`src/rtl/mem_bus_arbiter_pkg.sv`:
```
// Shared state encoding for the unified memory-port arbiter.
// Visible to the core and the debug view alike.
package Mem_Arbiter_enum;

  typedef enum logic [1:0] {
    ARB_IDLE,
    ARB_ACCESS,
    ARB_WAIT,
    ARB_RESP
  } arb_state_t;

  localparam int CNT_W = 4;

endpackage

```
`src/rtl/mem_bus_arbiter_rr.sv`:
```
// Two-way round-robin pick: on a tie the master
// not granted last wins.
module rr_arbiter_2 (
  input  logic [1:0] req,
  input  logic       last_grant,
  output logic       winner,
  output logic       any_req
);

  always_comb begin
    any_req = |req;
    winner  = 1'b0;
    unique case (1'b1)
      (req == 2'b11): winner = ~last_grant;
      (req == 2'b10): winner = 1'b1;
      default:        winner = 1'b0;
    endcase
  end

endmodule

```
`src/rtl/mem_bus_arbiter.sv`:
```
// Two-master arbiter and sequencer for the single
// unified memory port; one access outstanding at a time.
module mem_bus_arbiter
  import Mem_Arbiter_enum::*;
#(
  parameter int DATA_WIDTH = 32,
  parameter int ADDR_WIDTH = 32,
  parameter int RD_LATENCY = 1
) (
  input  logic                  clk,
  input  logic                  rst,
  input  logic                  m0_req,
  input  logic                  m0_we,
  input  logic [ADDR_WIDTH-1:0] m0_addr,
  input  logic [DATA_WIDTH-1:0] m0_wdata,
  input  logic                  m1_req,
  input  logic                  m1_we,
  input  logic [ADDR_WIDTH-1:0] m1_addr,
  input  logic [DATA_WIDTH-1:0] m1_wdata,
  output logic                  m0_gnt,
  output logic                  m1_gnt,
  output logic                  m0_rvalid,
  output logic                  m1_rvalid,
  output logic [DATA_WIDTH-1:0] rdata,
  output logic                  mem_read,
  output logic                  mem_write,
  output logic [ADDR_WIDTH-1:0] mem_addr,
  output logic [DATA_WIDTH-1:0] mem_wdata,
  input  logic [DATA_WIDTH-1:0] mem_rdata,
  output arb_state_t            state_o
);

  if (RD_LATENCY < 1 || RD_LATENCY > 15) begin : g_bad_lat
    $error("RD_LATENCY must be in 1..15");
  end

  localparam logic [CNT_W-1:0] LAT = CNT_W'(RD_LATENCY);

  arb_state_t            state;
  arb_state_t            state_n;
  logic                  owner;
  logic                  we_q;
  logic [ADDR_WIDTH-1:0] addr_q;
  logic [DATA_WIDTH-1:0] wdata_q;
  logic [DATA_WIDTH-1:0] rdata_q;
  logic [CNT_W-1:0]      cnt;
  logic                  last_grant;
  logic                  winner;
  logic                  any_req;

  rr_arbiter_2 u_rr (
    .req        ({m1_req, m0_req}),
    .last_grant (last_grant),
    .winner     (winner),
    .any_req    (any_req)
  );

  always_comb begin
    state_n   = state;
    mem_read  = 1'b0;
    mem_write = 1'b0;
    unique case (state)
      ARB_IDLE: begin
        if (any_req) state_n = ARB_ACCESS;
      end
      ARB_ACCESS: begin
        mem_write = we_q;
        mem_read  = ~we_q;
        state_n   = we_q ? ARB_IDLE : ARB_WAIT;
      end
      ARB_WAIT: begin
        if (cnt == 4'd1) state_n = ARB_RESP;
      end
      ARB_RESP: begin
        state_n = ARB_IDLE;
      end
      default: state_n = ARB_IDLE;
    endcase
  end

  always_ff @(posedge clk or negedge rst) begin
    if (!rst) begin
      state      <= ARB_IDLE;
      owner      <= 1'b0;
      we_q       <= 1'b0;
      addr_q     <= '0;
      wdata_q    <= '0;
      rdata_q    <= '0;
      cnt        <= '0;
      last_grant <= 1'b1;
    end else begin
      state <= state_n;
      unique case (state)
        ARB_IDLE: begin
          if (any_req) begin
            owner      <= winner;
            last_grant <= winner;
            we_q       <= winner ? m1_we : m0_we;
            addr_q     <= winner ? m1_addr : m0_addr;
            wdata_q    <= winner ? m1_wdata : m0_wdata;
          end
        end
        ARB_ACCESS: begin
          if (!we_q) cnt <= LAT;
        end
        ARB_WAIT: begin
          cnt <= cnt - 4'd1;
          if (cnt == 4'd1) rdata_q <= mem_rdata;
        end
        default: ;
      endcase
    end
  end

  // Address and data stay on the latches; strobes qualify.
  assign mem_addr  = addr_q;
  assign mem_wdata = wdata_q;
  assign rdata     = rdata_q;
  assign state_o   = state;

  assign m0_gnt    = (state == ARB_ACCESS) && !owner;
  assign m1_gnt    = (state == ARB_ACCESS) &&  owner;
  assign m0_rvalid = (state == ARB_RESP) && !owner;
  assign m1_rvalid = (state == ARB_RESP) &&  owner;

endmodule

```
`config.mk`:
```
export PLATFORM = sky130hd
export DESIGN_NAME = mem_bus_arbiter
export DESIGN_NICKNAME = d
export VERILOG_FILES = /design/src/rtl/mem_bus_arbiter_pkg.sv /design/src/rtl/mem_bus_arbiter_rr.sv /design/src/rtl/mem_bus_arbiter.sv
export SDC_FILE = /design/constraint.sdc
export NUM_CORES = 1
export LEC_CHECK = 0
export ABC_AREA = 1
export BUFFER_PORTS_ARGS = -buffer_cell sky130_fd_sc_hd__buf_4
export CORE_UTILIZATION = 49
export DETAILED_ROUTE_END_ITERATION = 10
export HOLD_SLACK_MARGIN = 0.12
export PLACE_DENSITY = 0.86
export SLEW_MARGIN = 0
export SYNTH_ARGS = -nofsm -noshare
export SYNTH_HDL_FRONTEND = slang
export SYNTH_HIERARCHICAL = 1
export SYNTH_SLANG_ARGS = --single-unit
```
`constraint.sdc`:
```
create_clock -name clk -period 2.25 [get_ports clk]
set_clock_uncertainty 0.1 [all_clocks]
set_input_delay 0 -clock clk [delete_from_list [all_inputs] [get_ports clk]]
set_output_delay 0 -clock clk [all_outputs]
set_load 0.01 [all_outputs]
```
* Word-level counts from Yosys, hierarchy flattened
Cells that the tools add are included. W data, S select, Z words.
Operators by class: equal/unequal tests 9, divide/modulo/power cells 0, reduce and logical (&&, ||, !) cells 12, shifts and indexed selects 0, order comparisons 0, multipliers 0, add/sub/neg operators 1, bitwise gates (word level) 2, mux-type cells 12
Operators by type and width (number):
- $mux W32 | 2
- $eq A2 B2 Y1 const B | 4
- $pmux W2 S4 | 1
- $pmux W4 S2 | 1
- $reduce_and A2 Y1 | 4
- $mux W2 | 3
- $ne A2 B2 Y1 const B | 3
- $eq A4 B1 Y1 const B | 1
- $logic_and A1 B1 Y1 | 4
- $mux W4 | 1
- $sub A4 B1 Y4 const B | 1
- $mux W1 | 3
- $eq A2 B1 Y1 const B | 1
- $logic_not A2 Y1 | 1
- $not A1 Y1 | 2
- $pmux W1 S2 | 1
- $reduce_bool A2 Y1 | 1
- $reduce_or A2 Y1 | 1
- $logic_not A1 Y1 | 1
Word-level totals: bits in registers 105, memories 0, bits in writable memories 0, output and inout port bits 104, bits in latches 0, memory bits (read-only) 0, word-level logic and storage cells 44

* Depth between registers and ports, before layout
depth in word-level cells 3, depth in mapped cells 8

* Hierarchy
The synthesis kept the hierarchy.
Modules (own cells, without submodules):
- mem_bus_arbiter | cells each 674, times used 1, area an instance 5078.6 µm², seq. area each 2628.8 µm²
- rr_arbiter_2 | cells each 3, times used 1, area an instance 15.0 µm², seq. area each 0.0 µm²

* Least setup slack after synthesis
OpenSTA, ideal clock, no wires.
kind reg2reg, start register last_grant, end register we_q, path buffers 2, data required time 2.024 ns, period minus slack after synthesis 1.399 ns, arrival time 1.172 ns, stages on the path, launching flop included 7, path slack 0.851 ns, path through dfstp_2 -> a21oi_1 -> buf_2 -> buf_4 -> o21ai_0 -> nand2_1 -> o21ai_0
On the way: word-level cells in the longest chain between the ends 3
RTL lines:
- start: declaration | line mem_bus_arbiter.sv:47 | logic last_grant;
- start signal: assignment | line mem_bus_arbiter.sv:97 | last_grant <= winner;
- $not A1 Y1 | line mem_bus_arbiter_rr.sv:14 | (req == 2'b11): winner = ~last_grant;
- $pmux W1 S2 | line mem_bus_arbiter_rr.sv:13 | unique case (1'b1)
- named net winner | line mem_bus_arbiter.sv:48 | logic winner;
- $mux W1 | line mem_bus_arbiter.sv:98 | we_q <= winner ? m1_we : m0_we;
- end signal: assignment | line mem_bus_arbiter.sv:98
- end: declaration | line mem_bus_arbiter.sv:42 | logic we_q;
The timed path passes the listed nets, and every way through them passes these cells. A chain may end at the register's enable or synchronous reset.

* Final worst setup path
start register last_grant, end register addr_q[8], in the netlist mem_addr[8]
On the way: word-level cells in the longest chain between the ends 3
RTL lines:
- $not A1 Y1 | line mem_bus_arbiter_rr.sv:14
- $pmux W1 S2 | line mem_bus_arbiter_rr.sv:13
- named net winner | line mem_bus_arbiter.sv:48
- $mux W32 | line mem_bus_arbiter.sv:99 | addr_q <= winner ? m1_addr : m0_addr;
- end signal: assignment | line mem_bus_arbiter.sv:99
- end: declaration | line mem_bus_arbiter.sv:43 | logic [ADDR_WIDTH-1:0] addr_q;
The timed path passes the listed nets, and every way through them passes these cells.

==> flow_summary.ini <==
[layout]
layout-drive-gt1-share_pct = 27.6
fin_cells = 1228
seq_area_um2 = 2630
syn_to_final_growth_pct = 76.0
final_net_count = 1258
fillerInstances = 364
final_area_um2 = 8970
finish.utilization_pct = 90.5
multiInputGateArea_um2 = 1950

[logic_synthesis]
ys.flop_type = dfrtp_1
synth_cell_types = 24
async_reset_ff_share_pct = 100
synth_area_um2 = 5090
synthMuxAreaShare_pct = 0
synth_top_area_share_pct = 51.1
synthAdderAreaFrac_pct = 0.491
syn_inst = 677
synth_area_leaders = dfrtp_1 51%, nand2_1 24%, o21ai_0 6.0%
synth_edf_count = 0
syn-mean-instance-area_um2 = 7.52
ys_seq_area_share_pct = 51.6
synth_compound_area_share_pct = 6.98
ys_warn_count = 6
synth-seq-cells = 105
synth-simple-area-share_pct = 30.3
synth_nets = 845
synth_xor_area_share_pct = 0.172
synth_top_family_by_area = simple AND/OR/NAND/NOR gates
yosysTopAreaCell = dfrtp_1

[timing]
final-max-slew-violation-count = 0
finalWorstSetupSlack_ps = 62.9
min_period_over_period_pct = 97.2
final.setup.tns_ps = 0
max_freq_mhz = 457
layout_min_cycle_time_ps = 2190
rsz0062_at_grt = false
tightest_slew_ps = 713
max-slew-margin-rel_pct = 52.4
hold_viol = 0
setup_viol = 0

[clock_tree]
htree_levels = 3
numCtsBuffers = 9
cts_tree = built
cts-root-buf = clkbuf_8
postCtsSetupRepairBufs = 0
cts.sinks = 105
clkLatencyLatePin_ps = 360
clkTransAtPathRegs_ps = 110
clockBufferDepth = 2

[drt]
drc = 0
vias_per_cell = 5.50
routed_wl_um = 23500
via_count = 6756
ant_nets = 0
routedWlPerCell_um = 19.1
drtIter0Drc = 642
first_pass_iters = 5

[die]
die_h_um = 104
die_w_um = 104
die_area_um2 = 10800
core_um2 = 9910
num_rows = 36
start_util_pct = 51.4
top_level_ports = 270

[setup_path]
r2r_slack_ps = 60
critPathArrivalTime_ps = 2400
crit_path_max_incr_delay_ps = 620
endpoint_kind = flip-flop
path_class = reg -> reg
path_depth = 6
worstRegToRegCells = 6
r2r_start = last_grant
worstReg2RegEnd = mem_addr[8]
cp_common_cell = nand2_1
crit_path_top_delay_cell = dlygate4sd3_1
worstSetupStartpointType = flip-flop
crit_chain = a21oi_4, buf_12, o21ai_0, dlygate4sd3_1, nand2_1, nand2_1
required_ps = 2470
cp_top_family = buffers and inverters
path_buf_inv = 2
cp_max_fo = 98

[grt]
grt.total_usage_pct = 43.6
grt_overflow = 0
grt_max_degree = 99
grt_first_pass_wirelength_um = 36700
grt_pass1_vias = 7059
antenna_found_initial = 1

[hold_path]
hold_depth = 6
hold_class = in -> reg
hold_end = last_grant
min_from = m1_req

[run_status]
status = complete, no violations

[flow_run]
drv_cap = 0

[power_and_ir_drop]
p_leak_nw = 4.97
powerDensity_nw_per_um2 = 1110
ir_drop_mv = 0.714

[placed_design]
gp_congestion = 0.837
dpl_cell_area_um2 = 7150
dp.final_hpwl_um = 10800
placedCellCount = 1047
portBuffers = 269
pre_cts_slack_ps = 521
-- synthesized netlist by cell type, types with 2 or more instances --
cell type    n
nand2_1    332
dfrtp_1    104
inv_1       72
o21ai_0     61
nand4_1     32
buf_2       17
buf_4       12
o21ai_1      9
nand3_1      6
clkbuf_1     5
inv_2        4
nor2_1       4
buf_6        3
buf_1        2
clkbuf_2     2
ha_1         2
nand3_2      2
nor3_1       2
-- tightest hold or removal path: stages --
cell     delay [ps]
buf_4           120
inv_1           110
a21oi_4          60
buf_4           230
nand2_1         120
nand2_1          60
-- where the power goes --
part	leakage [nW]	internal, mW	switching, mW
Sequential	1.29	2.81	0.657
Clock	0.0781	0.396	0.656
Combinational	3.60	2.31	3.09
Total	4.97	5.52	4.40
-- worst max-delay path by stage --
| stage | slack, ps | start | endpoint |
|---|---|---|---|
| floorplan | 850 | last_grant | we_q |
| global placement | 620 | state_o[0] | rdata[10] |
| detailed placement | 520 | state_o[0] | rdata[29] |
| CTS | 250 | last_grant | we_q |
| global route | 10 | last_grant | mem_addr[6] |
| finish | 60 | last_grant | mem_addr[8] |
-- cell type report --
cell class,count,area share (%)
inverter,76,3.18
sequential,105,29.3
clock buffer,10,1.42
multi-input combinational,455,21.7
tap,133,1.86
antenna,1,0.0279
clock inverter,5,0.377
timing repair buffer,443,42.1
-- layout by cell type, fill, tap and decap left out, types with 6 or more instances in the layout --
| master | netlist | final |
|---|---|---|
| o21ai_1 | 9 | 10 |
| inv_1 | 72 | 72 |
| dlygate4sd3_1 | 0 | 165 |
| nand4_1 | 32 | 32 |
| buf_4 | 12 | 275 |
| o21ai_0 | 61 | 60 |
| nand3_1 | 6 | 6 |
| clkbuf_8 | 0 | 9 |
| dfrtp_1 | 104 | 104 |
| nand2_1 | 332 | 332 |
-- per-layer routing --
metal / vias up / part of all wire, % / global-route usage, %
li1: 2896 / - / -
met1: 3073 / 34 / 48.2
met2: 613 / 47 / 70.4
met3: 174 / 10 / 12.0
met4: 0 / 8.5 / 35.4
met5: - / 0 / 0
-- flip-flops by register name, summed over array words and instances, names as in the netlist, named ones only --
register / count
cnt: 4
last_grant: 1
mem_addr: 32
owner: 1
mem_wdata: 32
we_q: 1
state_o: 1
rdata: 32
-- cell families after synthesis --
| kind of cell | after synthesis |
|---|---|
| compound gates | 71 |
| fa+ha+maj | 2 |
| flops | 105 |
| buf+inv | 117 |
| simple gates | 381 |
| xor+xnor | 1 |
-- through the flow --
| stage | power (mW) | hold WS, ps |
|---|---|---|
| finish | 9.91 | 239 |
| detailed placement | 7.92 | -45.9 |
| CTS | 9.33 | 164 |
| global placement | 7.80 | -53.9 |
| global route | 10.4 | 248 |
| floorplan | 5.71 | -396 |
-- what timing repair did --
action                                  CTS  global route
resized for setup                         0             1
endpoints found under the setup margin    0             1
hold buffers                            165             0
endpoints found under the hold margin   203             0
Power figures use the tool's default switching activity.
